===== config.mk =====
export PLATFORM = sky130hd
export DESIGN_NAME = fp_norm_round
export DESIGN_NICKNAME = d
export VERILOG_FILES = /design/src/rtl/fp_norm_round.sv
export SDC_FILE = /design/constraint.sdc
export NUM_CORES = 1
export LEC_CHECK = 0
export CAP_MARGIN = 20
export CORE_MARGIN = 1
export CORE_UTILIZATION = 48
export CTS_CLUSTER_SIZE = 25
export DETAILED_ROUTE_END_ITERATION = 10
export PLACE_DENSITY = 0.69
export SLEW_MARGIN = 20
export SYNTH_ARGS = -nofsm -noshare
export SYNTH_HDL_FRONTEND = slang
export SYNTH_SLANG_ARGS = --single-unit
export TNS_END_PERCENT = 30

===== constraint.sdc =====
create_clock -name clk_I -period 6.82 [get_ports clk_I]
set_input_delay 1.705 -clock clk_I [delete_from_list [all_inputs] [get_ports clk_I]]
set_output_delay 1.705 -clock clk_I [all_outputs]
set_load 0.02 [all_outputs]

===== src/rtl/fp_norm_round.sv =====
// Post-add normalisation and round-to-nearest-even stage of the FMAC datapath.
// Stage 1 counts leading zeros, normalises the magnitude and adjusts the exponent.
// Stage 2 rounds, classifies overflow/underflow/zero and packs the result.
// Both stages use valid/ready flow control and keep full throughput.
`timescale 1ns/1ps
module fp_norm_round #(
    parameter int C_WIDTH         = 51,
    parameter int C_LEADONE_WIDTH = 6,
    parameter int C_EXP_WIDTH     = 8,
    parameter int C_MANT_WIDTH    = 23
) (
    input  logic                     clk_I,
    input  logic                     rst_I,
    input  logic                     valid_I,
    output logic                     ready_O,
    input  logic                     sign_I,
    input  logic [C_EXP_WIDTH+1:0]   exp_I,
    input  logic [C_WIDTH-1:0]       mant_I,
    output logic                     valid_O,
    input  logic                     ready_I,
    output logic                     sign_O,
    output logic [C_EXP_WIDTH-1:0]   exp_O,
    output logic [C_MANT_WIDTH-1:0]  mant_O,
    output logic                     ovf_O,
    output logic                     unf_O,
    output logic                     zero_O
);

    localparam int EW2 = C_EXP_WIDTH + 2;
    localparam int GRD = C_WIDTH - 2 - C_MANT_WIDTH;
    localparam logic [EW2:0] EXP_MAX = (EW2+1)'((2 ** C_EXP_WIDTH) - 1);

    // Pipeline enables
    logic s1_en;
    logic s2_en;

    // Stage 1 combinational results
    logic [C_LEADONE_WIDTH-1:0] lz;
    logic [C_WIDTH-1:0]         norm;
    logic [EW2-1:0]             e1;

    // Stage 1 registers; the hidden bit is not kept, zero is derived from it instead
    logic                       s1_valid;
    logic                       s1_sign;
    logic [EW2-1:0]             s1_exp;
    logic [C_WIDTH-2:0]         s1_norm;
    logic                       s1_zero;

    // Stage 2 combinational results
    logic [C_MANT_WIDTH-1:0]    frac;
    logic                       guard;
    logic                       sticky;
    logic                       inc;
    logic [C_MANT_WIDTH:0]      frac_sum;
    logic [EW2:0]               e2;
    logic [C_EXP_WIDTH-1:0]     n_exp;
    logic [C_MANT_WIDTH-1:0]    n_mant;
    logic                       n_ovf;
    logic                       n_unf;
    logic                       n_zero;

    assign s2_en   = ~valid_O | ready_I;
    assign s1_en   = ~s1_valid | s2_en;
    assign ready_O = s1_en;

    // Leading-zero count: the highest set bit wins; an all-zero input yields C_WIDTH
    always_comb begin
        lz = C_LEADONE_WIDTH'(C_WIDTH);
        for (int unsigned i = 0; i < C_WIDTH; i++) begin
            if (mant_I[i]) begin
                lz = C_LEADONE_WIDTH'(C_WIDTH - 1 - i);
            end
        end
    end

    assign norm = mant_I << lz;
    assign e1   = exp_I + EW2'(1) - EW2'(lz);

    // Round to nearest even, then classify in priority zero > overflow > underflow
    always_comb begin
        frac     = s1_norm[C_WIDTH-2 -: C_MANT_WIDTH];
        guard    = s1_norm[GRD];
        sticky   = |s1_norm[GRD-1:0];
        inc      = guard & (sticky | frac[0]);
        frac_sum = {1'b0, frac} + (C_MANT_WIDTH+1)'(inc);
        e2       = {s1_exp[EW2-1], s1_exp} + (EW2+1)'(frac_sum[C_MANT_WIDTH]);
        n_exp    = e2[C_EXP_WIDTH-1:0];
        n_mant   = frac_sum[C_MANT_WIDTH-1:0];
        n_ovf    = 1'b0;
        n_unf    = 1'b0;
        n_zero   = 1'b0;
        if (s1_zero) begin
            n_exp  = '0;
            n_mant = '0;
            n_zero = 1'b1;
        end else if ($signed(e2) >= $signed(EXP_MAX)) begin
            n_exp  = '1;
            n_mant = '0;
            n_ovf  = 1'b1;
        end else if (e2[EW2] || (e2 == '0)) begin
            n_exp  = '0;
            n_mant = '0;
            n_unf  = 1'b1;
        end
    end

    // Two-stage pipeline registers with synchronous reset
    always_ff @(posedge clk_I) begin
        if (rst_I) begin
            s1_valid <= 1'b0;
            s1_sign  <= 1'b0;
            s1_exp   <= '0;
            s1_norm  <= '0;
            s1_zero  <= 1'b0;
            valid_O  <= 1'b0;
            sign_O   <= 1'b0;
            exp_O    <= '0;
            mant_O   <= '0;
            ovf_O    <= 1'b0;
            unf_O    <= 1'b0;
            zero_O   <= 1'b0;
        end else begin
            if (s1_en) begin
                s1_valid <= valid_I;
                if (valid_I) begin
                    s1_sign <= sign_I;
                    s1_exp  <= e1;
                    s1_norm <= norm[C_WIDTH-2:0];
                    s1_zero <= ~norm[C_WIDTH-1];
                end
            end
            if (s2_en) begin
                valid_O <= s1_valid;
                if (s1_valid) begin
                    sign_O <= s1_sign;
                    exp_O  <= n_exp;
                    mant_O <= n_mant;
                    ovf_O  <= n_ovf;
                    unf_O  <= n_unf;
                    zero_O <= n_zero;
                end else begin
                    sign_O <= 1'b0;
                    exp_O  <= '0;
                    mant_O <= '0;
                    ovf_O  <= 1'b0;
                    unf_O  <= 1'b0;
                    zero_O <= 1'b0;
                end
            end
        end
    end

endmodule


Word level (Yosys, flattened, before mapping). Index checks and enable logic that the tools add are counted.

Logic and storage cells: 98. Input bits: 66. Bits in registers: 99. ROM bits: 0. Latch bits: 0. Memories kept: 0. Bits in writable memories: 0.

$mul: 0. Reduce and logical (&&, ||, !) cells: 4. Magnitude comparators: 1. Bitwise logic cells: 7. Shift-type cells: 1. Eq/ne operators: 0. $add $sub $neg: 4. Div/mod/pow operators: 0. Multiplexer cells: 69.

Operators by type and width (number): $mux W6 (50); $mux W23 (4); $shl A51 B6 Y51 (1); $mux W8 (4); $reduce_or A26 Y1 (1); $add A23 B1 Y24 (1); $add A10 B2 Y11 (1); $ge A11 B9 Y1 const B (1); $logic_not A11 Y1 (1); $mux W1 (11); $add A10 B1 Y10 const B (1); $sub A10 B6 Y10 (1); $not A1 Y1 (3); $or A1 B1 Y1 (3); $reduce_and A2 Y1 (1); $and A1 B1 Y1 (1); $logic_or A1 B1 Y1 (1).

Depth between registers and ports, before layout. Gate-level depths: netlist of run 1.

Word-level depth: 53. Depth in mapped cells: 26. Depth with buffers taken out: 21.

Worst setup path after synthesis of run 1. OpenSTA, ideal clock, no wires.

Kind: input-to-reg. From: in mant_I[18]. To: reg s1_exp[9]. Buffers on the path: 4. Arrival: 5.568 ns. Path slack: 1.181 ns. Stages: 25. Cell sequence: or4_1 > nor3_1 > o21ai_0 > a211o_1 > and2_1 > buf_2 > inv_2 > buf_4 > buf_4 > buf_2 > ha_1 > inv_1 > ha_1 > inv_1 > fa_1 > nor2b_1 > o21ai_0 > a21boi_0 > o21ai_0 > nand2b_1 > a21o_1 > a21oi_1 > xnor2_1 > nand2_1 > a21oi_1.

Word-level cells in the longest chain between the ends: 34.

RTL lines: start: declaration (RTL line 18) `input logic [C_WIDTH-1:0] mant_I,`; $mux W6 (33 in series) (RTL line 70) `if (mant_I[i]) begin`; $sub A10 B6 Y10 (RTL line 77) `assign e1 = exp_I + EW2'(1) - EW2'(lz);`; end signal: assignment (RTL line 112) `s1_exp <= '0;`; end signal: assignment (RTL line 127) `s1_exp <= e1;`; end: declaration (RTL line 45) `logic [EW2-1:0] s1_exp;`.

No other way between the ends. A chain may end at the register's enable or synchronous reset.

Worst setup path after layout of run 1.
From: in mant_I[8]. To: reg s1_exp[9].

Word-level cells in the longest chain between the ends: 44.

RTL lines (RTL line): $mux W6 (43 in series) (70); $sub A10 B6 Y10 (77).

No other way between the ends.

==> metrics.cfg, run 1 <==
[grt]
grt.total_usage = 0.3549
grt_pass1_vias = 8549
grt_pass1_wl_mm = 49.58
grt_max_degree = 67
overflow = 0
grt_antenna_before_repair = 0

[worst_hold_path]
hold_path_class = reg2reg

[logic_synthesis]
synth_xor_area_frac = 0.03530
synth_top_family_by_area = compound AO/OA/AOI/OAI gates
ys_seq_elements = 99
ys_seq_area_frac = 0.2349
synth-simple-area-share = 0.2361
synth-edff-count = 0
synth-async-reset-ratio = 0
yosysUniqueCellTypes = 91
syn_inst = 1127
syn_avg_cell_area_um2 = 7.485
synth_warnings = 0
synth_area_mm2 = 0.008436
muxShareOfSynthArea = 0.06378
synth_compound_area_frac = 0.3389
synthAdderAreaFrac = 0.02759
synth_flop_cell = dfxtp_1
synth_nets = 1211

[timing]
drv_slew = 0
setup_viol = 0
rsz0062_at_grt = false
post-route-period-util = 0.8177
tns_ps = 0
slew_headroom = 0.3369
max_freq_ghz = 0.1793
worst_slack_ps = 1243
tightest_slew_ps = 993.5
hold_viol = 0
fin_crit_ps = 5577
fin_skew_ps = 10.11

[clock_network]
clk_pin_slew_worst_paths_ps = 70
cts_buffers = 9
cts_buffer_depth = 2
htreeDepth = 3
cts-hold-fix-buffers = 0
cts.sinks = 99
cts_root_buffer = clkbuf_16
cts_setup_buffers = 0
cts_resized = 0
cts_tree = done
worstSkewPairLatency_ps = 360

[drt]
finalWirelength_mm = 31.88
drc = 0
postRouteAntennaNets = 0
wl_per_cell_um = 22.45
vias = 9429
drt_pass1_iterations = 6
vias_per_cell = 6.640
initialDrtViolationCount = 910

[critical_path]
critPathMostFrequentCell = nor2_1
crit_family = simple AND/OR/NAND/NOR gates
worstSetupPathType = in2reg
crit_arrival_ps = 5870
cp.required_ps = 7110
worst_path_max_delay_cell = or4_1
critical_path.cell_chain = clkdlybuf4s50_1 > or4_1 > nand2b_1 > nor2_1 > nor2_1 > nor2_1 > buf_4 > inv_1 > ha_1 > ha_1 > o21ai_0 > a21boi_0 > o21ai_0 > nand2b_1 > a21o_1 > a21oi_1 > xnor2_1 > nand2_1 > a21oi_1
path_buf_inv = 3
path_max_fanout = 9
end_kind = flip-flop
startpoint_type = input pin
slowest_delay_ps = 590

[pwr]
irDropWorstVdd_mv = 0.1475
power_uw = 1754
p_leak_uw = 0.003637
power_density_mw_per_mm2 = 178.0

[layout]
fin_nets = 1275
antennaDiodeCount = 0
drive_above_1_share = 0.07364
area_growth_pct = 16.85

[die]
ios = 103
core_mm2 = 0.01724
row_count = 48
die_w_um = 134.6
start_util = 0.4894
dieArea_mm2 = 0.01811
chipHeight_um = 134.6

[placed_design]
hpwlAfterDp_mm = 24.57
place_congestion = 1.030
numPortBuffers = 102
post-place-ws_ps = 944.0

[outcome]
status = finished, final reports clean

[flow_run]
drv_cap = 0

-- power breakdown --
group	total, µW	switching [µW]	internal (µW)
clock	562	237	325
sequential	651	35.7	615
combinational	542	334	208
-- cell type report --
cell class	count	area, µm²
timing repair buffer	128	1211
fill	1726	7380
multi-input combinational	918	5927
clock buffer	9	225.2
clock inverter	6	96.34
tap	225	281.5
inverter	35	133.9
sequential	99	1982
-- Yosys cell counts, drive strengths merged, types with 21 or more instances --
cell type / instances / area, µm²
nand2: 137 / 516.8
nor2: 126 / 491.7
dfxtp: 99 / 1982
a21oi: 58 / 290.3
o211ai: 52 / 395.4
a22oi: 50 / 375.4
o21ai: 45 / 236.5
buf: 41 / 267.8
inv: 35 / 133.9
clkbuf: 33 / 123.9
mux2i: 32 / 320.3
a211oi: 29 / 217.7
nand3: 27 / 135.1
nor3: 26 / 140.1
and2: 22 / 137.6
o22ai: 21 / 131.4
-- flip-flops by register name (all words and copies together), names as in the netlist --
name / cells
exp_O: 8
zero_O: 1
s1_norm: 50
valid_O: 1
mant_O: 23
s1_sign: 1
s1_valid: 1
s1_exp: 10
ovf_O: 1
sign_O: 1
s1_zero: 1
unf_O: 1
-- cells in the final DEF, fill, tap and decap left out, types with 29 or more instances in the layout --
| cell | count |
|---|---|
| o211ai_1 | 51 |
| clkdlybuf4s50_1 | 101 |
| nand2_1 | 136 |
| o21ai_0 | 40 |
| dfxtp_1 | 99 |
| a21oi_1 | 58 |
| inv_1 | 31 |
| a22oi_1 | 50 |
| mux2i_1 | 32 |
| nor2_1 | 122 |
| a211oi_1 | 29 |
-- per-layer routing --
| layer | part of all wire | track usage | vias to the layer above |
|---|---|---|---|
| li1 | - | - | 4402 |
| met1 | 0.42 | 0.4636 | 4429 |
| met2 | 0.45 | 0.5584 | 489 |
| met3 | 0.076 | 0.05968 | 109 |
| met4 | 0.053 | 0.1910 | 0 |
| met5 | 0 | 0 | - |
-- worst register-to-register path, cell delays in order (launching register included) --
cell and delay (ps):
dfxtp_1 440, and3_1 210, and3_1 190, and3_1 270, and3_1 210, and3_1 270, nand3_1 240, nor3_1 490
ha_1 280, and3_1 180, and4_1 250, xor2_1 210, o21ai_1 100, a31oi_1 210, o21ai_0 170, nor4b_2 540
and2_0 220, buf_4 280, a22oi_1 150, nor2_1 100
-- worst paths after layout --
kind | end | depth (start not counted) | slack (ps) | from
setup / recovery | s1_exp[9]$_SDFFE_PP0P_ | 19 | 1240 | mant_I[8]
hold / removal | unf_O$_SDFFE_PP0P_ | 2 | 460 | unf_O$_SDFFE_PP0P_
setup reg to reg | mant_O[8]$_SDFFE_PP0P_ | 19 | 1760 | s1_norm[29]$_SDFFE_PP0P_
hold reg to reg | unf_O$_SDFFE_PP0P_ | 2 | 460 | unf_O$_SDFFE_PP0P_
-- cells by family after synthesis --
group | after synthesis
adder cells (fa/ha/maj) | 18
AO/OA/AOI/OAI | 392
XOR/XNOR | 34
multiplexers | 50
buffers and inverters | 110
flip-flops | 99
AND/OR/NAND/NOR | 424
-- through the flow --
stage | instances | util | hold slack [ps] | instance area [µm²]
after global placement | 1405 | 0.5532 | 439.8 | 9535
after global routing | 1420 | 0.5719 | 474.7 | 9857
final | 1420 | 0.5719 | 456.6 | 9857
after CTS | 1420 | 0.5719 | 453.1 | 9857
after detailed placement | 1405 | 0.5532 | 445.2 | 9535
after floorplan | 1127 | - | 425.4 | 8436
No activity file was read; power rests on OpenSTA's default activity.
==> inputs of run 2 (changes only) <==
==> constraint.sdc (replaced) <==
create_clock -name clk_I -period 5.2 [get_ports clk_I]
set_input_delay 1.3 -clock clk_I [delete_from_list [all_inputs] [get_ports clk_I]]
set_output_delay 1.3 -clock clk_I [all_outputs]
set_load 0.02 [all_outputs]
==> metrics.cfg, run 2 (synthesis gave the netlist of run 1 again) <==
[layout]
antennaDiodeCount = 0  ; unchanged
drive_above_1_share = 0.1456  ; +0.07197
ff_latch_area_mm2 = 0.001982  ; unchanged
area_growth_pct = 25.76
layout_commonest_cell = nand2_1
utilization = 0.6155  ; +0.04363
fin_nets = 1378  ; +8.1%
reg.largest.list = s1_norm (50), mant_O (23), s1_exp (10)
multi_input_area_mm2 = 0.005937  ; +0.17%
largest_reg_flops = 50  ; unchanged
final_design_area_no_fill_mm2 = 0.01061  ; +7.6%
regMostFlops = s1_norm
fin_cells = 1523  ; +7.3%
final_cell_mix = nand2_1 (136), buf_4 (129), nor2_1 (123)
fillers = 1615  ; -6.4%

[timing]
fin_crit_ps = 5005
post-route-period-util = 0.9625
setup_viol = 0  ; unchanged
worst_slack_ps = 194.8  ; -1048 ps
hold_viol = 0  ; unchanged
tightest_slew_ps = 785.2  ; -208.3 ps
max_freq_ghz = 0.1998
rsz0062_at_grt = false
drv_slew = 0  ; unchanged
fin_skew_ps = 12.20  ; +2.081 ps
slew_headroom = 0.4630  ; +0.1261

[clock_network]
cts_buffers = 9  ; unchanged
cts-hold-fix-buffers = 0  ; unchanged
cts_buffer_depth = 2  ; unchanged
clk_pin_slew_worst_paths_ps = 70  ; about the same
cts_tree = done
cts_setup_buffers = 0  ; unchanged
htreeDepth = 3  ; unchanged
cts_resized = 0  ; unchanged
worstSkewPairLatency_ps = 360  ; about the same
cts_root_buffer = clkbuf_16
cts.sinks = 99  ; unchanged

[outcome]
status = finished, final reports clean

[placed_design]
post-place-ws_ps = -130.4  ; -1074 ps
dp_cells = 1508  ; +7.3%
hpwlAfterDp_mm = 25.11  ; +2.2%
post_dp_cell_area_mm2 = 0.01031  ; +8.1%
place_congestion = 1.060  ; +3.0%
numPortBuffers = 102  ; unchanged

[die]
dieArea_mm2 = 0.01811  ; unchanged
chipHeight_um = 134.6  ; unchanged
start_util = 0.4894  ; unchanged
core_mm2 = 0.01724  ; unchanged
ios = 103  ; unchanged
die_w_um = 134.6  ; unchanged
row_count = 48  ; unchanged

[pwr]
power_density_mw_per_mm2 = 219.0  ; +23%
irDropWorstVdd_mv = 0.2412  ; +63%
p_leak_uw = 0.004125  ; +13%

[critical_path]
worst-r2r-cell-count = 20  ; +1
startpoint = mant_I[37]
path_max_fanout = 66  ; +57
worstSetupPathType = in2reg
crit_arrival_ps = 5230  ; -640 ps
r2r_slack_ps = 350  ; -1410 ps
timing.rr.start = s1_norm[29]$_SDFFE_PP0P_
cp.required_ps = 5420  ; -1690 ps
worstReg2RegEnd = mant_O[5]$_SDFFE_PP0P_
critPathCapture = s1_norm[48]$_SDFFE_PP0P_
startpoint_type = input pin
end_kind = flip-flop

[drt]
finalWirelength_mm = 31.93  ; +0.15%
drt_pass1_iterations = 5  ; -1
drc = 0  ; unchanged
vias_per_cell = 6.432  ; -3.1%
initialDrtViolationCount = 1147  ; +26%
vias = 9796  ; +3.9%
wl_per_cell_um = 20.97  ; -6.6%
postRouteAntennaNets = 0  ; unchanged

[grt]
grt_pass1_wl_mm = 50.43  ; +1.7%
grt_pass1_vias = 9132  ; +6.8%
overflow = 0  ; unchanged
grt.total_usage = 0.3588  ; +0.003899
grt_antenna_before_repair = 0  ; unchanged
grt_max_degree = 67  ; unchanged

[worst_hold_path]
hold_path_class = reg2reg

[flow_run]
drv_cap = 0  ; unchanged

[run 2: cell type report]
cell class                 count  area share
inverter                      35     0.01262
clock buffer                  10     0.02158
tap                          225     0.02654
timing repair buffer         231      0.1871
multi-input combinational    918      0.5596
clock inverter                 5    0.005779
sequential                    99      0.1868
[run 2: layer usage]
| metal | up-vias | share of wire | track usage |
|---|---|---|---|
| met5 | - | 0 | 0 |
| met4 | 0 | 0.064 | 0.2179 |
| met3 | 134 | 0.083 | 0.05706 |
| met2 | 513 | 0.45 | 0.5800 |
| met1 | 4539 | 0.40 | 0.4492 |
| li1 | 4610 | - | - |
[run 2: per-stage QoR]
step                      power, µW  TNS (ps)  hold slack [ps]
after floorplan                1306         0            425.4
after global placement         1626    -99.14            435.6
after detailed placement       1632    -234.3            443.3
after CTS                      2301         0            452.4
after global routing           2418         0            475.6
final                          2324         0            450.1
[run 2: how the worst min path moves through the flow]
| stage | slack [ps] | startpoint | to | depth (start not counted) |
|---|---|---|---|---|
| 6_report | 450 | s1_norm[8]$_SDFFE_PP0P_ | s1_norm[8]$_SDFFE_PP0P_ | 2 |
| 5_1_grt | 480 | ovf_O$_SDFFE_PP0P_ | ovf_O$_SDFFE_PP0P_ | 2 |
| 3_5_place_dp | 440 | s1_norm[12]$_SDFFE_PP0P_ | s1_norm[12]$_SDFFE_PP0P_ | 2 |
| 4_1_cts | 450 | s1_norm[8]$_SDFFE_PP0P_ | s1_norm[8]$_SDFFE_PP0P_ | 2 |
| 3_3_place_gp | 440 | s1_norm[13]$_SDFFE_PP0P_ | s1_norm[13]$_SDFFE_PP0P_ | 2 |
| 2_1_floorplan | 430 | s1_norm[13]$_SDFFE_PP0P_ | s1_norm[13]$_SDFFE_PP0P_ | 2 |
[run 2: critical path: stages]
cell	delay (ps)
clkdlybuf4s50_1	410
nor4_1	360
buf_4	170
o311ai_0	140
buf_4	170
a211o_1	250
and2_1	200
inv_2	80
buf_4	580
a221oi_1	150
o21ai_0	230
o311ai_0	200
a2111oi_0	650
buf_4	220
o22ai_1	70
[run 2: power breakdown]
part	switching [µW]	internal, µW	total, µW
clock	308	375	683
sequential	44.8	807	851
combinational	456	334	790
